<file path="config.mk">
export PLATFORM = sky130hd
export DESIGN_NAME = io_control_unit
export DESIGN_NICKNAME = d
export VERILOG_FILES = /design/src/rtl/io_control_unit.sv
export SDC_FILE = /design/constraint.sdc
export NUM_CORES = 1
export LEC_CHECK = 0
export ABC_CLOCK_PERIOD_IN_PS = 1700
export CORE_MARGIN = 10
export CORE_UTILIZATION = 38
export CTS_CLUSTER_DIAMETER = 30
export DETAILED_ROUTE_END_ITERATION = 16
export PLACE_DENSITY = 0.74
export SLEW_MARGIN = 20
export SYNTH_ARGS = -nofsm -noshare
export SYNTH_HDL_FRONTEND = slang
export SYNTH_SLANG_ARGS = --single-unit
</file>
<file path="constraint.sdc">
create_clock -name clock -period 1.7 [get_ports clock]
set_input_delay 0.255 -clock clock [delete_from_list [all_inputs] [get_ports clock]]
set_output_delay 0.255 -clock clock [all_outputs]
set_load 0.01 [all_outputs]
</file>
<file path="src/rtl/io_control_unit.sv">
// io_control_unit: hardwired fetch/execute sequencer for the miniSRC datapath.
// Drives fetch controls (PC->MAR, PC increment, memory read with wait states,
// MDR->IR) and executes the I/O and special-register subset in T3.
module io_control_unit #(
  parameter int MEM_WAIT = 2
) (
  input  logic       clock,
  input  logic       clear,
  input  logic [4:0] ir_opcode,
  input  logic       stop,
  output logic       PCout_en,
  output logic       IncPC,
  output logic       PC_en,
  output logic       MARin,
  output logic       Zin,
  output logic       Zlowout,
  output logic       memRead,
  output logic       MDRin,
  output logic       MDRout,
  output logic       IR_en,
  output logic       Gra,
  output logic       Rin,
  output logic       Rout,
  output logic       inPortOut,
  output logic       outPort_en,
  output logic       HIout,
  output logic       LOout,
  output logic [4:0] alu_opcode,
  output logic       run,
  output logic       illegal,
  output logic [3:0] state
);

  typedef enum logic [3:0] {
    S_IDLE    = 4'h0,
    S_T0      = 4'h1,
    S_T1      = 4'h2,
    S_T2      = 4'h3,
    S_T3      = 4'h4,
    S_MEMWAIT = 4'hC,
    S_HALT    = 4'hF
  } state_t;

  localparam logic [4:0] OP_IN   = 5'b10110;
  localparam logic [4:0] OP_OUT  = 5'b10111;
  localparam logic [4:0] OP_MFHI = 5'b11000;
  localparam logic [4:0] OP_MFLO = 5'b11001;
  localparam logic [4:0] OP_NOP  = 5'b11010;
  localparam logic [4:0] OP_HALT = 5'b11011;

  // Counter preload: the remaining MEMWAIT cycles after the first one.
  localparam logic [2:0] WAIT_LOAD = (MEM_WAIT > 0) ? 3'(MEM_WAIT - 1) : 3'd0;

  state_t     state_q, state_d;
  logic [2:0] wait_q, wait_d;

  // Next-state and wait-counter logic; stop only matters leaving IDLE or T3.
  always_comb begin
    state_d = state_q;
    wait_d  = wait_q;
    case (state_q)
      S_IDLE: begin
        if (!stop) state_d = S_T0;
        else       state_d = S_IDLE;
      end
      S_T0: state_d = S_T1;
      S_T1: begin
        wait_d = WAIT_LOAD;
        if (MEM_WAIT > 0) state_d = S_MEMWAIT;
        else              state_d = S_T2;
      end
      S_MEMWAIT: begin
        if (wait_q == 3'd0) state_d = S_T2;
        else                wait_d  = wait_q - 3'd1;
      end
      S_T2: state_d = S_T3;
      S_T3: begin
        if (ir_opcode == OP_HALT) state_d = S_HALT;
        else if (stop)            state_d = S_IDLE;
        else                      state_d = S_T0;
      end
      S_HALT:  state_d = S_HALT;
      default: state_d = S_IDLE;
    endcase
  end

  // State and counter flops; clear forces IDLE without waiting for a clock edge.
  always_ff @(posedge clock or posedge clear) begin
    if (clear) begin
      state_q <= S_IDLE;
      wait_q  <= 3'd0;
    end else begin
      state_q <= state_d;
      wait_q  <= wait_d;
    end
  end

  // Control decode from the current state; execute strobes depend on the opcode in T3.
  always_comb begin
    PCout_en   = 1'b0;
    IncPC      = 1'b0;
    PC_en      = 1'b0;
    MARin      = 1'b0;
    Zin        = 1'b0;
    Zlowout    = 1'b0;
    memRead    = 1'b0;
    MDRin      = 1'b0;
    MDRout     = 1'b0;
    IR_en      = 1'b0;
    Gra        = 1'b0;
    Rin        = 1'b0;
    Rout       = 1'b0;
    inPortOut  = 1'b0;
    outPort_en = 1'b0;
    HIout      = 1'b0;
    LOout      = 1'b0;
    illegal    = 1'b0;
    case (state_q)
      S_T0: begin
        PCout_en = 1'b1;
        MARin    = 1'b1;
        IncPC    = 1'b1;
        Zin      = 1'b1;
      end
      S_T1: begin
        Zlowout = 1'b1;
        PC_en   = 1'b1;
        memRead = 1'b1;
        MDRin   = 1'b1;
      end
      S_MEMWAIT: begin
        memRead = 1'b1;
        MDRin   = 1'b1;
      end
      S_T2: begin
        MDRout = 1'b1;
        IR_en  = 1'b1;
      end
      S_T3: begin
        case (ir_opcode)
          OP_IN: begin
            Gra       = 1'b1;
            Rin       = 1'b1;
            inPortOut = 1'b1;
          end
          OP_OUT: begin
            Gra        = 1'b1;
            Rout       = 1'b1;
            outPort_en = 1'b1;
          end
          OP_MFHI: begin
            Gra   = 1'b1;
            Rin   = 1'b1;
            HIout = 1'b1;
          end
          OP_MFLO: begin
            Gra   = 1'b1;
            Rin   = 1'b1;
            LOout = 1'b1;
          end
          OP_NOP:  illegal = 1'b0;
          OP_HALT: illegal = 1'b0;
          default: illegal = 1'b1;
        endcase
      end
      default: illegal = 1'b0;
    endcase
  end

  assign alu_opcode = OP_NOP;
  assign run        = (state_q != S_IDLE) && (state_q != S_HALT);
  assign state      = state_q;

endmodule

</file>
==> out/results.txt <==
die area: 3840 µm²
I/O Buffers: 30
max-slew violations: 0
status: finished, violations left
post-route setup TNS: -0.946 ns
Longest Clk Path Bufs: 2
#FFs+latches synth: 7
WP buf/inv: 3
Avg Cell Area, Syn: 8.16 µm²
die width: 62.0 µm
worst path cell trace: buf_4 > or3b_4 > buf_4 > nor2_4 > buf_6
I/O pins: 36
cells after synthesis: 82
Fmax: 553 MHz
ys async rst share: 1.00
Setup Slack @ Placement: -0.556 ns
cell taking the most area after synthesis: dfrtp_1
post-placement cell area: 1030 µm²
violated checks: negative setup slack
minimum clock period: 1.81 ns
EDFF count, synth: 0
CTS tree: built
share of cells above drive strength 1: 0.540
htree depth: 1
largest net degree at the start of global routing: 16
maximum fanout along the worst path: 3
Synth top cells by count: buf_4, dfrtp_1, inv_1
Routed Antenna Nets: 0
Leak Pwr: 0.623 nW
Initial Util: 0.396
crit path kind: reg -> out
HPWL reported at the end of detailed placement: 1.72 mm
WP data arrival: 1.55 ns
Clock Sink Count: 7
Post-Route WL: 2.33 mm
cell area after layout: 1220 µm²
GRT Resource Usage Total: 0.110
CP peak stage delay: 0.39 ns
final-stage net count: 150
worst hold path class: in -> async
Pwr Density: 304 nW/µm²
DRC violations left: 0
DR pass1 iterations: 6
core footprint: 1690 µm²
Layout Area Growth over Synthesis: 82.4%
Num CTS Buffers: 3
RSZ-0062 raised after global routing: yes
first-pass GRT wire length: 3.22 mm
Filler Cell Count: 121
Setup crit end kind: primary output
cell area after synthesis: 669 µm²
gpl congestion: 0.802
Synth Warn #: 0
number of antenna diodes: 0
CP Data Required Time: 1.44 ns
Final setup viols: 14
Most used DFF post-synth: dfrtp_1
total power draw: 371 µW
skew final: 0.00499 ns
CP max stage cell: or3b_4
Synth area leaders: dfrtp_1, buf_4, inv_1
drt wl/cell: 14.9 µm
vias in the first global route: 714
critical path's top delay family: simple AND/OR/NAND/NOR gates
clk_lat worst skew: 0.25 ns
sequential share of the synthesized area: 0.262
global route overflow: 0
PnR worst setup slack: -0.109 ns
max_cap viols: 0
Peak VDD IR: 319 µV
routed vias: 791
part of the cycle the worst path needs: 1.06
Layout Utilization: 0.723
most used cell, CP: buf_4
CTS root buf: clkbuf_4
standard-cell row count: 15
Avg Vias per Cell: 5.07
First DRT Iteration DRCs: 17
initial antenna violation count: 0
clk slew on worst S/H paths: 0.06 ns
die outline height: 62.0 µm
most instantiated library cell after synthesis: buf_4
number of library cell types mapped by synthesis: 38
startpoint class of the critical path: register
post-synth top area share: 0.262
Fin. Hold Viols: 0
==> layout make-up <==
type	instances	area, µm²	area share
timing repair buffer	64	518	0.424
tap	17	21.3	0.0174
sequential	7	175	0.143
clock buffer	3	22.5	0.0184
inverter	7	28.8	0.0236
clock inverter	1	5.00	0.00410
multi-input combinational	57	450	0.369
==> per-layer routing <==
layer	GRT usage	vias to the layer above	part of all wire
met3	0.0244	4	0.064
met5	0	-	0
li1	-	389	-
met2	0.197	29	0.51
met4	0.0382	0	0.011
met1	0.123	369	0.41
==> path summary, 6_finish.rpt <==
| path | from | endpoint | slack [ns] | cells past startpoint |
|---|---|---|---|---|
| max in group asynchronous | clear | wait_q[1]$_DFFE_PP0P_ | 1.24 | 2 |
| max reg2reg | state[1]$_DFFE_PP0P_ | wait_q[2]$_DFFE_PP0P_ | 0.07 | 8 |
| min in group clock | wait_q[0]$_DFFE_PP0P_ | wait_q[0]$_DFFE_PP0P_ | 0.49 | 1 |
| min reg2reg | wait_q[0]$_DFFE_PP0P_ | wait_q[0]$_DFFE_PP0P_ | 0.49 | 1 |
| min | clear | state[1]$_DFFE_PP0P_ | 0.24 | 2 |
| max | state[1]$_DFFE_PP0P_ | Zlowout | -0.11 | 5 |
==> report_power, final <==
group | internal (mW) | switching, mW | total (mW) | leakage (nW)
registers | 0.167 | 0 | 0.167 | 0.0769
logic | 0.0291 | 0.0264 | 0.0555 | 0.528
clock network | 0.0859 | 0.0629 | 0.149 | 0.0177
total | 0.282 | 0.0893 | 0.371 | 0.623
==> repair_timing <==
action / in CTS / in global routing
pin swaps: 3 / 7
resized for setup: 82 / 26
setup buffers: 8 / 8
setup endpoints to repair: 19 / 19
hold buffers: 0 / 0
==> logic make-up after synthesis <==
group	synth area share
flip-flops	0.262
adder cells (fa/ha/maj)	0.0374
AND/OR/NAND/NOR	0.305
AO/OA/AOI/OAI	0.187
other	0.0112
buffers and inverters	0.198
==> placed cells by master (no fill, tap or decap), drive strengths merged, types with 2 or more instances in the layout <==
cell,count
inv,7
nor2,5
dfrtp,7
conb,5
o21ai,5
nor3,3
nand4,3
a21oi,2
dlygate4sd2,3
or3b,2
nor4b,2
or4,2
nand2,5
ha,2
a32oi,2
a21boi,2
clkdlybuf4s50,8
clkbuf,4
or2,2
buf,52
==> through the flow <==
stage / std cells / hold slack (ns)
finish: 156 / 0.238
floorplan: 85 / 0.0584
global route: 156 / 0.268
detailed placement: 136 / 0.483
global placement: 136 / 0.473
CTS: 148 / 0.241
==> registers in the layout (all words and copies together), names as in the netlist <==
name,count
state,4
wait_q,3
No activity file was read; power rests on OpenSTA's default activity.
==> patch, RTL diff (config.mk and constraints unchanged) <==
Put a register stage on the output `MARin`. The value now appears one clock later. The other outputs are not delayed to match.
--- a/src/rtl/io_control_unit.sv
+++ b/src/rtl/io_control_unit.sv
@@ -51,6 +51,8 @@
   // Counter preload: the remaining MEMWAIT cycles after the first one.
   localparam logic [2:0] WAIT_LOAD = (MEM_WAIT > 0) ? 3'(MEM_WAIT - 1) : 3'd0;
 
+  logic MARin_d;
+
   state_t     state_q, state_d;
   logic [2:0] wait_q, wait_d;
 
@@ -100,7 +102,7 @@
     PCout_en   = 1'b0;
     IncPC      = 1'b0;
     PC_en      = 1'b0;
-    MARin      = 1'b0;
+    MARin_d    = 1'b0;
     Zin        = 1'b0;
     Zlowout    = 1'b0;
     memRead    = 1'b0;
@@ -118,7 +120,7 @@
     case (state_q)
       S_T0: begin
         PCout_en = 1'b1;
-        MARin    = 1'b1;
+        MARin_d  = 1'b1;
         IncPC    = 1'b1;
         Zin      = 1'b1;
       end
@@ -171,5 +173,9 @@
   assign run        = (state_q != S_IDLE) && (state_q != S_HALT);
   assign state      = state_q;
 
+  always_ff @(posedge clock) begin
+    MARin <= MARin_d;
+  end
+
 endmodule
 
Formal check against the unedited RTL: not equivalent (Yosys sat finds a counterexample within 4 cycles, from zero or initial values).
==> patch against the original RTL <==
The flow still finishes with violations (setup timing). Wire length rose by 3.4%. Cell count decreased by 4.5%. Clock power up 7%. Largest cell class is now multi-input combinational cells. Power up 4.9%. Sequential cell count rose by 1. Core utilization shrank 7.6 points. Final area down 7.6%. Worst setup slack better by 100 ps. Critical path depth down 1. Sequential share of layout area is 3.0 points higher. Largest power group unchanged. Area after synthesis is 5.4% higher. Highest routed layer unchanged.
==> patch: results (changes against the original RTL) <==
stage;metric;value;unit;change
synthesis;count of different cell masters after synthesis;37;;-2.6%
synthesis;Mean Syn Cell Area;8.401;µm²;+2.9%
layout;Filler Cells Inserted;149;;+23%
drt;met2 WL;1.281;mm;+7.2%
grt;largest net degree at the start of global routing;13;;-3
worst_setup_path;RR Startpoint;state[3];;
synthesis;register area share after synthesis;0.2766;;+0.01491
worst_setup_path;worst setup path endpoint;HIout;;
synthesis;most frequent cells after synthesis;buf_4 (12), nor2_1 (11), dfrtp_1 (7);;
timing;Final setup viols;1;;-13
grt;M2 GR Usage;0.2094;;+0.01202
grt;vias in the first global route;761;;+6.6%
grt;global-route wire length before repair;3.739;mm;+16%
layout;Non-CTS buffers;48;;-25%
layout;Seq area share;0.1729;;+0.02951
worst_setup_path;CP max stage delay;420;ps;+30 ps
worst_setup_path;CP max FO;4;;+1
drt;Routed wire per std cell;16.17;µm;+8.3%
place;placed cell area;1061;µm²;+2.7%
worst_setup_path;crit path DAT;1450;ps;-100 ps
run_status;status;complete, but fails checks;;
grt;met3 usage;0.03004;;+0.005645
timing;Final Worst Setup Slack;-4.546;ps;+104.8 ps
run_status;violated checks;setup timing;;
layout;Clock-cell share;0.02328;;+0.0007406
layout;non-filler cells, final;149;;-4.5%
timing;clock skew;3.346;ps;-1.641 ps
layout;fraction of area in multi-input gates;0.4213;;+0.05243
layout;Layout Nets;135;;-10%
place;Place WS;-473.0;ps;+83.22 ps
==> patch: timing repair <==
action                                 in CTS  in global routing
endpoints found under the hold margin       0                  0
pin swaps                                   8                  7
setup endpoints to repair                  19                 19
gates cloned                                1                  0
gates resized for setup                    88                 14
buffers inserted                            3                  0
==> patch: logic make-up (layout without fill, tap and decap cells) <==
kind of cell | after synthesis | after routing | synth area share
AO/OA/AOI/OAI | 17 | 17 | 0.1827
adder cells (fa/ha/maj) | 2 | 2 | 0.03546
buffers and inverters | 21 | 58 | 0.1844
flip-flops | 8 | 8 | 0.2766
multiplexers | 4 | 4 | 0.05674
other | 2 | 5 | 0.01064
AND/OR/NAND/NOR | 30 | 30 | 0.2536
==> patch: power by group <==
| group | leakage [nW] | switching [mW] | internal [mW] |
|---|---|---|---|
| Combinational | 0.436 | 0.0227 | 0.0176 |
| Sequential | 0.0850 | 0 | 0.190 |
| Clock | 0.0150 | 0.0687 | 0.0901 |
